[src/rtl/fetch_unit.sv]
// -----------------------------------------------------------------------------
// fetch_unit
//
// Instruction-fetch front end for the 5-stage RV32 pipeline. Issues sequential
// word fetches to a variable-latency instruction memory, buffers the returned
// instructions (tagged with their PC) in a small circular prefetch queue, and
// hands them to decode under a valid/ready handshake. A redirect from EX
// flushes the queue and marks every in-flight response as stale.
//
// Ports
//   clk             in   clock, rising edge
//   reset           in   synchronous active-high reset
//   imem_req_valid  out  fetch request valid
//   imem_req_ready  in   memory accepts the request this cycle
//   imem_req_addr   out  word-aligned fetch address
//   imem_resp_valid in   in-order response valid (one per accepted request)
//   imem_resp_data  in   fetched instruction
//   redirect        in   taken branch/jump from EX, flushes the front end
//   redirect_pc     in   new fetch target, bits [1:0] ignored
//   id_ready        in   decode can accept the head instruction
//   id_valid        out  queue head valid
//   id_instr        out  head instruction, NOP_INSTR when id_valid is low
//   id_pc           out  PC of the head instruction
// -----------------------------------------------------------------------------
module fetch_unit #(
   parameter int unsigned DEPTH     = 4,
   parameter logic [31:0] RESET_PC  = 32'h0000_0000,
   parameter logic [31:0] NOP_INSTR = 32'h0000_0013
) (
   input  logic        clk,
   input  logic        reset,
   output logic        imem_req_valid,
   input  logic        imem_req_ready,
   output logic [31:0] imem_req_addr,
   input  logic        imem_resp_valid,
   input  logic [31:0] imem_resp_data,
   input  logic        redirect,
   input  logic [31:0] redirect_pc,
   input  logic        id_ready,
   output logic        id_valid,
   output logic [31:0] id_instr,
   output logic [31:0] id_pc
);

   localparam int unsigned PTR_W = (DEPTH > 1) ? $clog2(DEPTH) : 1;
   localparam int unsigned CNT_W = $clog2(DEPTH + 1);
   localparam logic [CNT_W:0] DEPTH_LIM = (CNT_W + 1)'(DEPTH);

   // State
   logic [31:0]      r_fetch_pc;
   logic [31:0]      r_head_pc;
   logic [31:0]      r_queue [DEPTH];
   logic [PTR_W-1:0] r_rd;
   logic [PTR_W-1:0] r_wr;
   logic [CNT_W-1:0] r_count;
   logic [CNT_W-1:0] r_outstanding;
   logic [CNT_W-1:0] r_discard;

   // Next state
   logic [31:0]      w_fetch_pc_d;
   logic [31:0]      w_head_pc_d;
   logic [PTR_W-1:0] w_rd_d;
   logic [PTR_W-1:0] w_wr_d;
   logic [CNT_W-1:0] w_count_d;
   logic [CNT_W-1:0] w_outstanding_d;
   logic [CNT_W-1:0] w_discard_d;

   // Handshake decode
   logic             w_accept;
   logic             w_resp;
   logic             w_push;
   logic             w_drop;
   logic             w_pop;
   logic [CNT_W:0]   w_credit_used;
   logic [CNT_W-1:0] w_resp_cnt;
   logic [31:0]      w_redirect_target;
   logic             w_unused_redirect_lsbs;

   assign w_redirect_target      = {redirect_pc[31:2], 2'b00};
   assign w_unused_redirect_lsbs = ^redirect_pc[1:0];

   // Buffered plus outstanding entries may never exceed the queue size, so a
   // response always has a free slot to land in.
   assign w_credit_used = {1'b0, r_count} + {1'b0, r_outstanding};

   assign imem_req_valid = !reset && !redirect && (w_credit_used < DEPTH_LIM);
   assign imem_req_addr  = r_fetch_pc;
   assign w_accept       = imem_req_valid && imem_req_ready;

   // A response with nothing outstanding is a protocol violation; ignore it.
   assign w_resp     = imem_resp_valid && (r_outstanding != '0);
   assign w_drop     = w_resp && (r_discard != '0);
   assign w_push     = w_resp && (r_discard == '0) && !redirect;
   assign w_resp_cnt = {{(CNT_W - 1){1'b0}}, w_resp};

   assign id_valid = !reset && (r_count != '0);
   assign id_instr = id_valid ? r_queue[r_rd] : NOP_INSTR;
   assign id_pc    = reset ? RESET_PC : r_head_pc;
   assign w_pop    = id_valid && id_ready;

   always_comb begin
      w_fetch_pc_d    = r_fetch_pc;
      w_head_pc_d     = r_head_pc;
      w_rd_d          = r_rd;
      w_wr_d          = r_wr;
      w_count_d       = r_count;
      w_outstanding_d = r_outstanding;
      w_discard_d     = r_discard;

      if (redirect) begin
         // Flush: everything still in flight becomes stale, except a response
         // landing this very cycle, which is dropped here and now.
         w_fetch_pc_d    = w_redirect_target;
         w_head_pc_d     = w_redirect_target;
         w_rd_d          = '0;
         w_wr_d          = '0;
         w_count_d       = '0;
         w_outstanding_d = r_outstanding - w_resp_cnt;
         w_discard_d     = r_outstanding - w_resp_cnt;
      end else begin
         if (w_accept) begin
            w_fetch_pc_d = r_fetch_pc + 32'd4;
         end
         if (w_pop) begin
            w_head_pc_d = r_head_pc + 32'd4;
            w_rd_d      = r_rd + PTR_W'(1);
         end
         if (w_push) begin
            w_wr_d = r_wr + PTR_W'(1);
         end
         if (w_accept && !w_resp) begin
            w_outstanding_d = r_outstanding + CNT_W'(1);
         end else if (!w_accept && w_resp) begin
            w_outstanding_d = r_outstanding - CNT_W'(1);
         end
         if (w_drop) begin
            w_discard_d = r_discard - CNT_W'(1);
         end
         if (w_push && !w_pop) begin
            w_count_d = r_count + CNT_W'(1);
         end else if (w_pop && !w_push) begin
            w_count_d = r_count - CNT_W'(1);
         end
      end
   end

   always_ff @(posedge clk) begin
      if (reset) begin
         r_fetch_pc    <= RESET_PC;
         r_head_pc     <= RESET_PC;
         r_rd          <= '0;
         r_wr          <= '0;
         r_count       <= '0;
         r_outstanding <= '0;
         r_discard     <= '0;
      end else begin
         r_fetch_pc    <= w_fetch_pc_d;
         r_head_pc     <= w_head_pc_d;
         r_rd          <= w_rd_d;
         r_wr          <= w_wr_d;
         r_count       <= w_count_d;
         r_outstanding <= w_outstanding_d;
         r_discard     <= w_discard_d;
      end
   end

   // Queue storage needs no reset: entries are only read while counted valid.
   always_ff @(posedge clk) begin
      if (!reset && w_push) begin
         r_queue[r_wr] <= imem_resp_data;
      end
   end

endmodule

[config.mk]
export PLATFORM = sky130hd
export DESIGN_NAME = fetch_unit
export DESIGN_NICKNAME = d
export VERILOG_FILES = /design/src/rtl/fetch_unit.sv
export SDC_FILE = /design/constraint.sdc
export NUM_CORES = 1
export LEC_CHECK = 0
export CORE_MARGIN = 2
export CORE_UTILIZATION = 37
export CTS_CLUSTER_DIAMETER = 40
export DETAILED_ROUTE_END_ITERATION = 6
export PLACE_DENSITY_LB_ADDON = 0.1
export SYNTH_ARGS = -nofsm -noshare
export SYNTH_HDL_FRONTEND = slang
export SYNTH_SLANG_ARGS = --single-unit
[constraint.sdc]
create_clock -name clk -period 4 [get_ports clk]
set_input_delay 0.8 -clock clk [delete_from_list [all_inputs] [get_ports clk]]
set_output_delay 0.8 -clock clk [all_outputs]
set_load 0.01 [all_outputs]
* After elaboration in Yosys (flattened, before gate mapping) *
Memory sizes are Yosys's and may differ from the RTL's. A register that Yosys moved wholly into a read port is not among the register bits.
Index checks and enable logic that the tools add are counted.

operators by class
  add/subtract/negate cells = 11
  order comparisons = 1
  muxes and demuxes = 17
  reductions and logical operators = 30

operator list
  kind                                                                           number
  32-bit 2-to-1 mux                                                              6
  32-bit by 3-bit adder with 32-bit output (second input constant)               2
  3-bit 2-to-1 mux                                                               7
  1-bit logical AND                                                              14
  3-bit nonzero test                                                             4
  3-bit by 1-bit subtractor with 3-bit output (second input constant)            3
  2-bit nonzero test                                                             4
  3-bit by 1-bit adder with 3-bit output (second input constant)                 2
  1-bit logical NOT                                                              6
  2-bit by 1-bit adder with 2-bit output (second input constant)                 2
  3-bit by 3-bit adder with 4-bit output                                         1
  4-bit by 3-bit less-than comparator with 1-bit output (second input constant)  1
  2-bit 2-to-1 mux                                                               2
  3-bit logical NOT                                                              1
  3-bit by 1-bit subtractor with 3-bit output                                    1
  1-bit 2-to-1 mux                                                               2
  2-bit OR reduction                                                             1

word-level totals
  register bits after elaboration = 77
  memory bits (writable) = 128
  bits of input ports = 70
  output and inout port bits = 98
  logic and storage cells = 69
  memories kept = 1

memories
  name     words  bits a word  rd ports  clocked after Yosys merged registers in  wr ports  line  source
  r_queue  4      32           1         1                                        1         52    logic [31:0] r_queue [DEPTH];

* Logic depth before layout (Yosys ltp) *
Gate-level depths: netlist of the first run.

  depth in word-level cells = 9
  mapped depth = 13

* Worst setup path after synthesis of the first run *
No wires, ideal clock.

  kind = input port to flip-flop
  start = input reset
  end = register r_outstanding[2]
  library setup time = 0.091 ns
  arrival time = 2.777 ns
  required time = 3.909 ns
  setup slack = 1.132 ns
  stages = 13
  path buffers = 4
  cell sequence = buf_2 nor2_1 buf_2 and4_1 buf_2 buf_2 nand2_1 fa_1 xor2_1 nand2_1 o21ai_0 a21oi_1 a311oi_1

between the ends
  longest elaborated chain between the ends = 7

ends and longest elaborated chain
  item                                                           line      source
  from (decl)                                                    31        input logic reset,
  1-bit logical NOT                                              86        assign imem_req_valid = !reset && !redirect && (w_credit_used < DEPTH_LIM);
  1-bit logical AND (2 in a row)                                 86
  1-bit logical AND                                              88        assign w_accept = imem_req_valid && imem_req_ready;
  1-bit logical AND / 1-bit logical NOT (equally long branches)  131, 133
  3-bit 2-to-1 mux / 1-bit logical AND (equally long branches)   131, 133
  3-bit 2-to-1 mux / 3-bit nonzero test (equally long branches)  -
  to (signal assigned)                                           162       r_outstanding <= w_outstanding_d;
  to (decl)                                                      56        logic [CNT_W-1:0] r_outstanding;

Parallel ways exist; a longest one is shown, timed or not.
A chain may end at the register's enable or synchronous reset.

==> impl_metrics.json, run 1 <==
{
  "drive_above_1_share_pct": 14.8,
  "drcViolationCount": 0,
  "avgSynthCellArea_sq_um": 12.5,
  "r2r_start": "r_count[0]",
  "ys_top_cells_by_area": "edfxtp_1 41%, dfxtp_1 16%, mux4_2 7.7%",
  "grt_pass1_wl_um": 39300,
  "leakage_nw": 4.41,
  "numCtsBuffers": 35,
  "r2r_end": "r_count[2]",
  "cts-root-buf": "clkbuf_16",
  "grt_pass1_vias": 7034,
  "synthDistinctLibCells": 62,
  "wirelength_um": 25700,
  "antenna_found_initial": 2,
  "die_h_um": 163,
  "combPwrFrac_pct": 11.8,
  "synth_most_common_cell": "edfxtp_1",
  "clock_path_buffers": 3,
  "ys_seq_area_share_pct": 57.1,
  "power.density_nw_per_um2": 491,
  "hold_depth": 2,
  "nets": 1011,
  "firstDrtPassIters": 5,
  "clk_latency_ns": 0.51,
  "crit_fanout": 10,
  "max_freq_ghz": 0.284,
  "cts_tree": "yes",
  "syn-cell-area_sq_um": 9360,
  "end_kind": "output pin",
  "cp.arrival_ns": 2.72,
  "overflow": 0,
  "tns_ns": 0,
  "cap_violations": 0,
  "fin_crit_sh_pct": 88.1,
  "clkPwrFrac_pct": 49.3,
  "rows": 58,
  "drt-initial-drc-count": 374,
  "synthTopCellsByCount": "128 x edfxtp_1, 75 x dfxtp_1, 51 x and3_1",
  "final_cell_area_sq_um": 12600,
  "period_minus_slack_ns": 3.52,
  "yosysTopAreaCell": "edfxtp_1",
  "gp_congestion": 0.838,
  "synthArstFlopShare_pct": 0,
  "post_dp_cell_area_sq_um": 11400,
  "drtAntennaViolNets": 0,
  "io_buffers": 161,
  "slew_headroom_pct": 41.1,
  "cp-start-kind": "flop",
  "clk_pin_slew_ns": 0.05,
  "ys.flop_type": "edfxtp_1",
  "swShare_pct": 25.1,
  "min-delay-start": "r_rd[0]",
  "num-fill-cells": 2157,
  "yosys.area.top_type_share_pct": 41.1,
  "whs_ns": 0.523,
  "finalSetupViolations": 0,
  "critPathRequiredTime_ns": 3.20,
  "avgViaCountPerCell": 5.32,
  "cts-htree-levels": 2,
  "postCtsResizedCells": 0,
  "post_drt_wl_per_cell_um": 20.0,
  "synth-edff-count": 128,
  "worstMarginPinSlew_ns": 0.878,
  "die_area_sq_um": 26600,
  "vias": 6837,
  "rsz0062_at_grt": "no",
  "post-cts-setup-buffers": 0,
  "cts.sinks": 203,
  "ios": 168,
  "pwr-share-seq_pct": 38.9,
  "layoutNonFillerInstCount": 1285,
  "grt_usage_pct": 19.3,
  "dpl.cell_count": 1219,
  "core_sq_um": 25000,
  "ir_worst_vdd_mv": 0.341,
  "cts_hold_buffers": 0,
  "hold_path.class": "reg2reg",
  "skew_ns": 0.0187,
  "r2r_slack_ns": 1.07,
  "area_growth_pct": 34.7,
  "path_class": "reg2out",
  "report.final.slew_viol_count": 0,
  "finalHoldViolations": 0,
  "hpwlAfterDp_um": 17200,
  "netSwitchingPower_mw": 1.55,
  "outcome": "finished, final reports clean",
  "syn_inst": 750,
  "grt_max_degree": 46,
  "reg2regPathDepth": 9,
  "yosysWarnings": 0,
  "synth_seq_cells": 203,
  "initial_core_util_pct": 37.4,
  "chipWidth_um": 163,
  "p_int_mw": 4.64
}
==> per-layer routing <==
metal	share of wire [%]	GRT usage [%]	wire length, um	vias up
li1	-	-	-	3191
met1	43	24.9	11100	3350
met2	47	31.7	12100	247
met3	7.1	4.95	1810	49
met4	2.6	6.52	677	0
met5	0	0	0	-
==> stage by stage <==
| step | utilization [%] | worst slack, ns | power [mW] |
|---|---|---|---|
| after floorplan | - | 1.13 | 2.83 |
| final | 50.3 | 0.478 | 6.19 |
| after CTS | 50.3 | 0.397 | 6.25 |
| after global routing | 50.3 | 0.308 | 6.43 |
| after detailed placement | 45.5 | 0.582 | 3.18 |
| after global placement | 45.5 | 0.643 | 3.15 |
==> critical path, stage by stage, from the launching register on <==
cell             delay [ns]
dfxtp_2                0.46
buf_4                  0.29
buf_4                  0.25
mux4_2                 0.52
and3_1                 0.21
clkdlybuf4s50_1        0.48
==> power groups by stage <==
stage | clock, mW | combinational, mW | sequential (mW)
floorplan | 0 | 0.398 | 2.43
global placement | 0 | 0.709 | 2.44
detailed placement | 0 | 0.730 | 2.45
CTS | 3.11 | 0.739 | 2.41
global route | 3.20 | 0.805 | 2.42
finish | 3.05 | 0.733 | 2.41
==> registers in the layout, summed over array words and instances (netlist names), named ones only <==
| name | flops |
|---|---|
| r_outstanding | 3 |
| r_queue | 128 |
| r_count | 3 |
| r_wr | 2 |
| imem_req_addr | 30 |
| r_rd | 2 |
| r_head_pc | 30 |
| r_discard | 3 |
==> area by class of cell <==
cell class | count | area [sq um] | area share, %
repair buffers | 183 | 1810 | 14.4
diodes | 2 | 5.00 | 0.0397
inverters | 20 | 75.1 | 0.596
clock inverters | 26 | 307 | 2.43
clock buffers | 38 | 897 | 7.12
multi-input cells | 483 | 3750 | 29.8
flip-flops and latches | 203 | 5350 | 42.4
well taps | 330 | 413 | 3.28
==> cells by family after synthesis <==
logic type,after synthesis,synth area share (%)
and+or+nand+nor,266,16.6
DFF,203,57.1
AOI/OAI and AO/OA,110,8.00
buffers and inverters,67,2.95
xor gates and xnor gates,49,4.59
muxes,39,8.50
adders and majority gates,15,2.17
other,1,0.0401
==> how the worst max path moves through the flow <==
stage / cells past startpoint / to / startpoint
after floorplan: 13 / r_outstanding[2] / reset
after global placement: 11 / r_count[2] / imem_resp_valid
after detailed placement: 11 / r_count[2] / imem_resp_valid
after CTS: 5 / id_instr[17] / flop
after global routing: 5 / id_instr[17] / flop
final: 5 / id_instr[17] / flop
==> layout by cell type (no fill, tap or decap), types with 19 or more instances in the layout <==
| master | count |
|---|---|
| nand2_1 | 39 |
| and3_1 | 47 |
| buf_4 | 19 |
| dfxtp_1 | 73 |
| clkbuf_16 | 35 |
| a21oi_1 | 20 |
| mux4_2 | 32 |
| inv_1 | 19 |
| edfxtp_1 | 128 |
| nor2_1 | 38 |
| xor2_1 | 29 |
| clkdlybuf4s50_1 | 160 |
| nand4_1 | 20 |
| xnor2_1 | 20 |
| nand3_1 | 28 |
| nor2b_1 | 29 |
Power figures use the tool's default switching activity.
==> run 2: changes to the inputs <==
--- a/config.mk
+++ b/config.mk
@@ -9,7 +9,9 @@
 export CORE_UTILIZATION = 37
 export CTS_CLUSTER_DIAMETER = 40
 export DETAILED_ROUTE_END_ITERATION = 6
+export DONT_BUFFER_PORTS = 1
 export PLACE_DENSITY_LB_ADDON = 0.1
+export SLEW_MARGIN = 20
 export SYNTH_ARGS = -nofsm -noshare
 export SYNTH_HDL_FRONTEND = slang
 export SYNTH_SLANG_ARGS = --single-unit
==> impl_metrics.json, run 2 (synthesis results as in run 1) <==
{
  "die_area_sq_um": 26600,
  "finalHoldViolations": 0,
  "hold_path.class": "in2reg",
  "vias": 6156,
  "slew_headroom_pct": 29.2,
  "netSwitchingPower_mw": 1.51,
  "cts_tree": "yes",
  "period_minus_slack_ns": 3.13,
  "drt-initial-drc-count": 438,
  "hold_depth": 0,
  "numCtsBuffers": 37,
  "register_area_sq_um": 5350,
  "post_dp_cell_area_sq_um": 9720,
  "drcViolationCount": 0,
  "clkPwrFrac_pct": 52.1,
  "ir_worst_vdd_mv": 0.344,
  "clock_path_buffers": 3,
  "critPathRequiredTime_ns": 3.20,
  "firstDrtPassIters": 4,
  "max_freq_ghz": 0.319,
  "ios": 168,
  "cp.arrival_ns": 2.33,
  "path_cells": "buf_12 -> mux4_2 -> and3_1",
  "cp_top_family": "flip-flops",
  "drtAntennaViolNets": 0,
  "avgViaCountPerCell": 5.50,
  "cts-htree-levels": 2,
  "fin_crit_sh_pct": 78.3,
  "antennaDiodeCount": 0,
  "final_common_cell": "edfxtp_1",
  "skew_ns": 0.0172,
  "report.final.slew_viol_count": 0,
  "rows": 58,
  "cts.sinks": 203,
  "postCtsResizedCells": 0,
  "fin_util_pct": 44.0,
  "largest_reg_flops": 128,
  "worstMarginPinSlew_ns": 1.06,
  "post_drt_wl_per_cell_um": 21.9,
  "chipWidth_um": 163,
  "regMostFlops": "r_queue",
  "use_met1_pct": 22.3,
  "end_kind": "output pin",
  "worst-path-stages": 3,
  "post-cts-setup-buffers": 0,
  "grt.busiest_layer": "met2",
  "core_sq_um": 25000,
  "wirelength_um": 24500,
  "path_class": "reg2out",
  "final_cell_area_sq_um": 11000,
  "slowest_delay_ns": 0.78,
  "die_h_um": 163,
  "leakage_nw": 3.83,
  "hpwlAfterDp_um": 16100,
  "rsz0062_at_grt": "no",
  "pwr-share-seq_pct": 39.8,
  "initial_core_util_pct": 37.4,
  "overflow": 0,
  "final_cell_mix": "128 x edfxtp_1, 73 x dfxtp_1, 47 x and3_1, 39 x nand2_1, 38 x nor2_1",
  "combPwrFrac_pct": 8.1,
  "gp_congestion": 0.845,
  "grt_usage_pct": 18.7,
  "tns_ns": 0,
  "num-fill-cells": 2323,
  "met2_usage_pct": 31.5,
  "reg2regPathDepth": 9,
  "antenna_found_initial": 0,
  "grtUsageMet3_pct": 7.21,
  "grt_max_degree": 81,
  "cap_violations": 0,
  "multi_input_area_sq_um": 3750,
  "grt_pass1_wl_um": 37600,
  "finalSetupViolations": 0,
  "drive_above_1_share_pct": 17.2,
  "swShare_pct": 24.8,
  "area_growth_pct": 17.6,
  "clk_pin_slew_ns": 0.06,
  "crit_buf_inv": 1,
  "crit_fanout": 18,
  "nets": 846,
  "clk_latency_ns": 0.51,
  "grt_pass1_vias": 6407,
  "p_int_mw": 4.58,
  "cts_hold_buffers": 0,
  "cts-root-buf": "clkbuf_16",
  "outcome": "finished, final reports clean",
  "power.density_nw_per_um2": 554,
  "critPathSlowestCell": "dfxtp_2",
  "cp-start-kind": "flop",
  "io_buffers": 0
}
[run 2: cell types whose count changed in the layout (fill, tap and decap cells not counted)]
cell	previous run	this run
clkdlybuf4s50_1	160	0
buf_4	19	15
clkinv_4	2	6
clkinvlp_4	8	4
inv_6	7	4
buf_12	3	1
clkbuf_16	35	37
clkinv_1	2	4
clkinv_8	0	2
diode_2	2	0
buf_2	1	0
inv_8	0	1
[run 2: layout make-up]
type | instances | share of cell area [%]
Inverter | 20 | 0.682
Multi-Input combinational cell | 483 | 34.1
Clock inverter | 28 | 3.06
Timing Repair Buffer | 16 | 1.21
Sequential cell | 203 | 48.6
Clock buffer | 40 | 8.61
Tap cell | 330 | 3.75
[run 2: path summary, 6_finish.rpt]
path	from	endpoint	slack, ns
worst min-delay path	imem_resp_data[14]	r_queue[0][14]	0.38
worst min register to register	r_head_pc[26]	r_head_pc[26]	0.54
worst max-delay path	flop	id_instr[25]	0.87
worst max register to register	r_count[2]	r_count[2]	0.97
[run 2: power by group through the flow]
stage          sequential, mW  combinational, mW  clock, mW
4_1_cts                  2.42              0.502       3.24
2_1_floorplan            2.43              0.398          0
3_3_place_gp             2.46              0.483          0
3_5_place_dp             2.46              0.500          0
6_report                 2.42              0.496       3.18
5_1_grt                  2.44              0.548       3.34
[run 2: metal layers]
| layer | share of wire (%) | routed length (um) |
|---|---|---|
| met2 | 49 | 12000 |
| met4 | 2.1 | 510 |
| met5 | 0 | 0 |
| met3 | 9.4 | 2300 |
| met1 | 40 | 9770 |
[run 2: stage by stage]
stage	instances	setup WS (ns)	hold slack (ns)	power (mW)
floorplan	753	1.13	0.485	2.83
global placement	1052	1.02	0.511	2.94
detailed placement	1052	0.940	0.517	2.96
CTS	1120	0.773	0.359	6.16
global route	1120	0.661	0.354	6.33
finish	1120	0.869	0.381	6.10
==> run 3: changes to the inputs <==
==> constraint.sdc (replaced) <==
create_clock -name clk -period 2.75 [get_ports clk]
set_input_delay 0.55 -clock clk [delete_from_list [all_inputs] [get_ports clk]]
set_output_delay 0.55 -clock clk [all_outputs]
set_load 0.01 [all_outputs]
==> impl_metrics.json, run 3 (synthesis results as in run 1) <==
{
  "post_dp_cell_area_sq_um": 9870,
  "power.density_nw_per_um2": 768,
  "ios": 168,
  "dr_wl_met2_um": 12100,
  "finalHoldViolations": 0,
  "die_h_um": 163,
  "cp.arrival_ns": 2.01,
  "drive_above_1_share_pct": 18.9,
  "hpwlAfterDp_um": 17000,
  "fin_crit_sh_pct": 93.0,
  "layoutNonFillerInstCount": 1135,
  "clk_latency_ns": 0.52,
  "dpl.cell_count": 1069,
  "hold_path.class": "in2reg",
  "chipWidth_um": 163,
  "ir_worst_vdd_mv": 0.627,
  "fin_util_pct": 44.1,
  "crit_fanout": 17,
  "report.final.slew_viol_count": 0,
  "cts-htree-levels": 2,
  "drcViolationCount": 0,
  "crit_path_end": "id_instr[22]",
  "area_growth_pct": 18.0,
  "cts_tree": "yes",
  "grt_max_degree": 81,
  "avgViaCountPerCell": 5.50,
  "cts_hold_buffers": 0,
  "r2r_end": "r_count[2]",
  "initial_core_util_pct": 37.4,
  "final_cell_mix": "128 x edfxtp_1, 73 x dfxtp_1, 47 x and3_1, 39 x nand2_1, 38 x nor2_1",
  "grt_usage_pct": 18.8,
  "regMostFlops": "r_queue",
  "clk_pin_slew_ns": 0.05,
  "reg2regPathDepth": 10,
  "critPathRequiredTime_ns": 2.20,
  "antennaDiodeCount": 0,
  "outcome": "finished, final reports clean",
  "cap_violations": 0,
  "cts.sinks": 203,
  "final_cell_area_sq_um": 11000,
  "rsz0062_at_grt": "no",
  "core_sq_um": 25000,
  "r2r_start": "r_outstanding[2]",
  "grt_pass1_wl_um": 38000,
  "worstMarginPinSlew_ns": 0.640,
  "vias": 6248,
  "nets": 862,
  "io_buffers": 0,
  "numCtsBuffers": 36,
  "firstDrtPassIters": 5,
  "slew_headroom_pct": 57.0,
  "cp-start-kind": "flop",
  "post_drt_wl_per_cell_um": 22.0,
  "cts-root-buf": "clkbuf_16",
  "r2r_slack_ns": 0.21,
  "finalSetupViolations": 0,
  "skew_ns": 0.0202,
  "path_class": "reg2out",
  "end_kind": "output pin",
  "wl_met1_um": 9890,
  "leakage_nw": 3.88,
  "grt_pass1_vias": 6556,
  "drtAntennaViolNets": 0,
  "dr_wl_met3_um": 2580,
  "rows": 58,
  "overflow": 0,
  "final_common_cell": "edfxtp_1",
  "gp_congestion": 0.850,
  "largest_reg_flops": 128,
  "antenna_found_initial": 0,
  "wirelength_um": 25000,
  "tns_ns": 0,
  "clock_path_buffers": 3,
  "drt-initial-drc-count": 379,
  "period_minus_slack_ns": 2.56,
  "die_area_sq_um": 26600,
  "highest_layer": "met4",
  "max_freq_ghz": 0.391
}
## run 3: critical path, cell delays in order (launching register included)
cell and delay (ns):
dfxtp_2 0.67, buf_12 0.24, mux4_2 0.31, and3_1 0.25
## run 3: routing by layer
| layer | track usage (%) | vias to the layer above |
|---|---|---|
| met2 | 31.6 | 208 |
| li1 | - | 2891 |
| met5 | 0 | - |
| met1 | 22.3 | 3119 |
| met4 | 5.31 | 0 |
| met3 | 7.62 | 30 |
## run 3: timing repair
item,in CTS,in global routing
endpoints found under the setup margin,7,0
gates resized for setup,1,0
setup buffers,0,0
## run 3: area by class of cell
type                            instances  area, sq um
Clock buffer                           42          963
Clock inverter                         24          206
Fill cell                            2336        14000
Inverter                               20         75.1
Multi-Input combinational cell        483         3750
Sequential cell                       203         5350
Tap cell                              330          413
Timing Repair Buffer                   33          285
## run 3: worst min path at each step
stage	slack, ns	cells past startpoint	from	to
final	0.13	0	imem_resp_data[17]	r_queue[2][17]
after global routing	0.10	1	reset	r_head_pc[8]
after CTS	0.11	0	imem_resp_data[17]	r_queue[2][17]
after detailed placement	0.52	2	r_head_pc[26]	r_head_pc[26]
after global placement	0.51	2	r_head_pc[30]	r_head_pc[30]
after floorplan	0.48	2	r_rd[1]	flop
## run 3: through the flow
step / total power [mW] / setup WS [ns] / hold WS (ns)
after floorplan: 4.12 / 0.132 / 0.485
after global placement: 4.32 / 0.227 / 0.514
after detailed placement: 4.34 / 0.170 / 0.518
after CTS: 8.59 / 0.159 / 0.108
after global routing: 8.82 / 0.0162 / 0.105
final: 8.48 / 0.193 / 0.125
## run 3: where the power goes
part	total [mW]	internal (mW)	switching [mW]	leakage (nW)
logic	0.758	0.313	0.445	1.54
clock network	4.20	2.64	1.55	0.565
registers	3.53	3.37	0.157	1.77
total	8.48	6.32	2.16	3.88
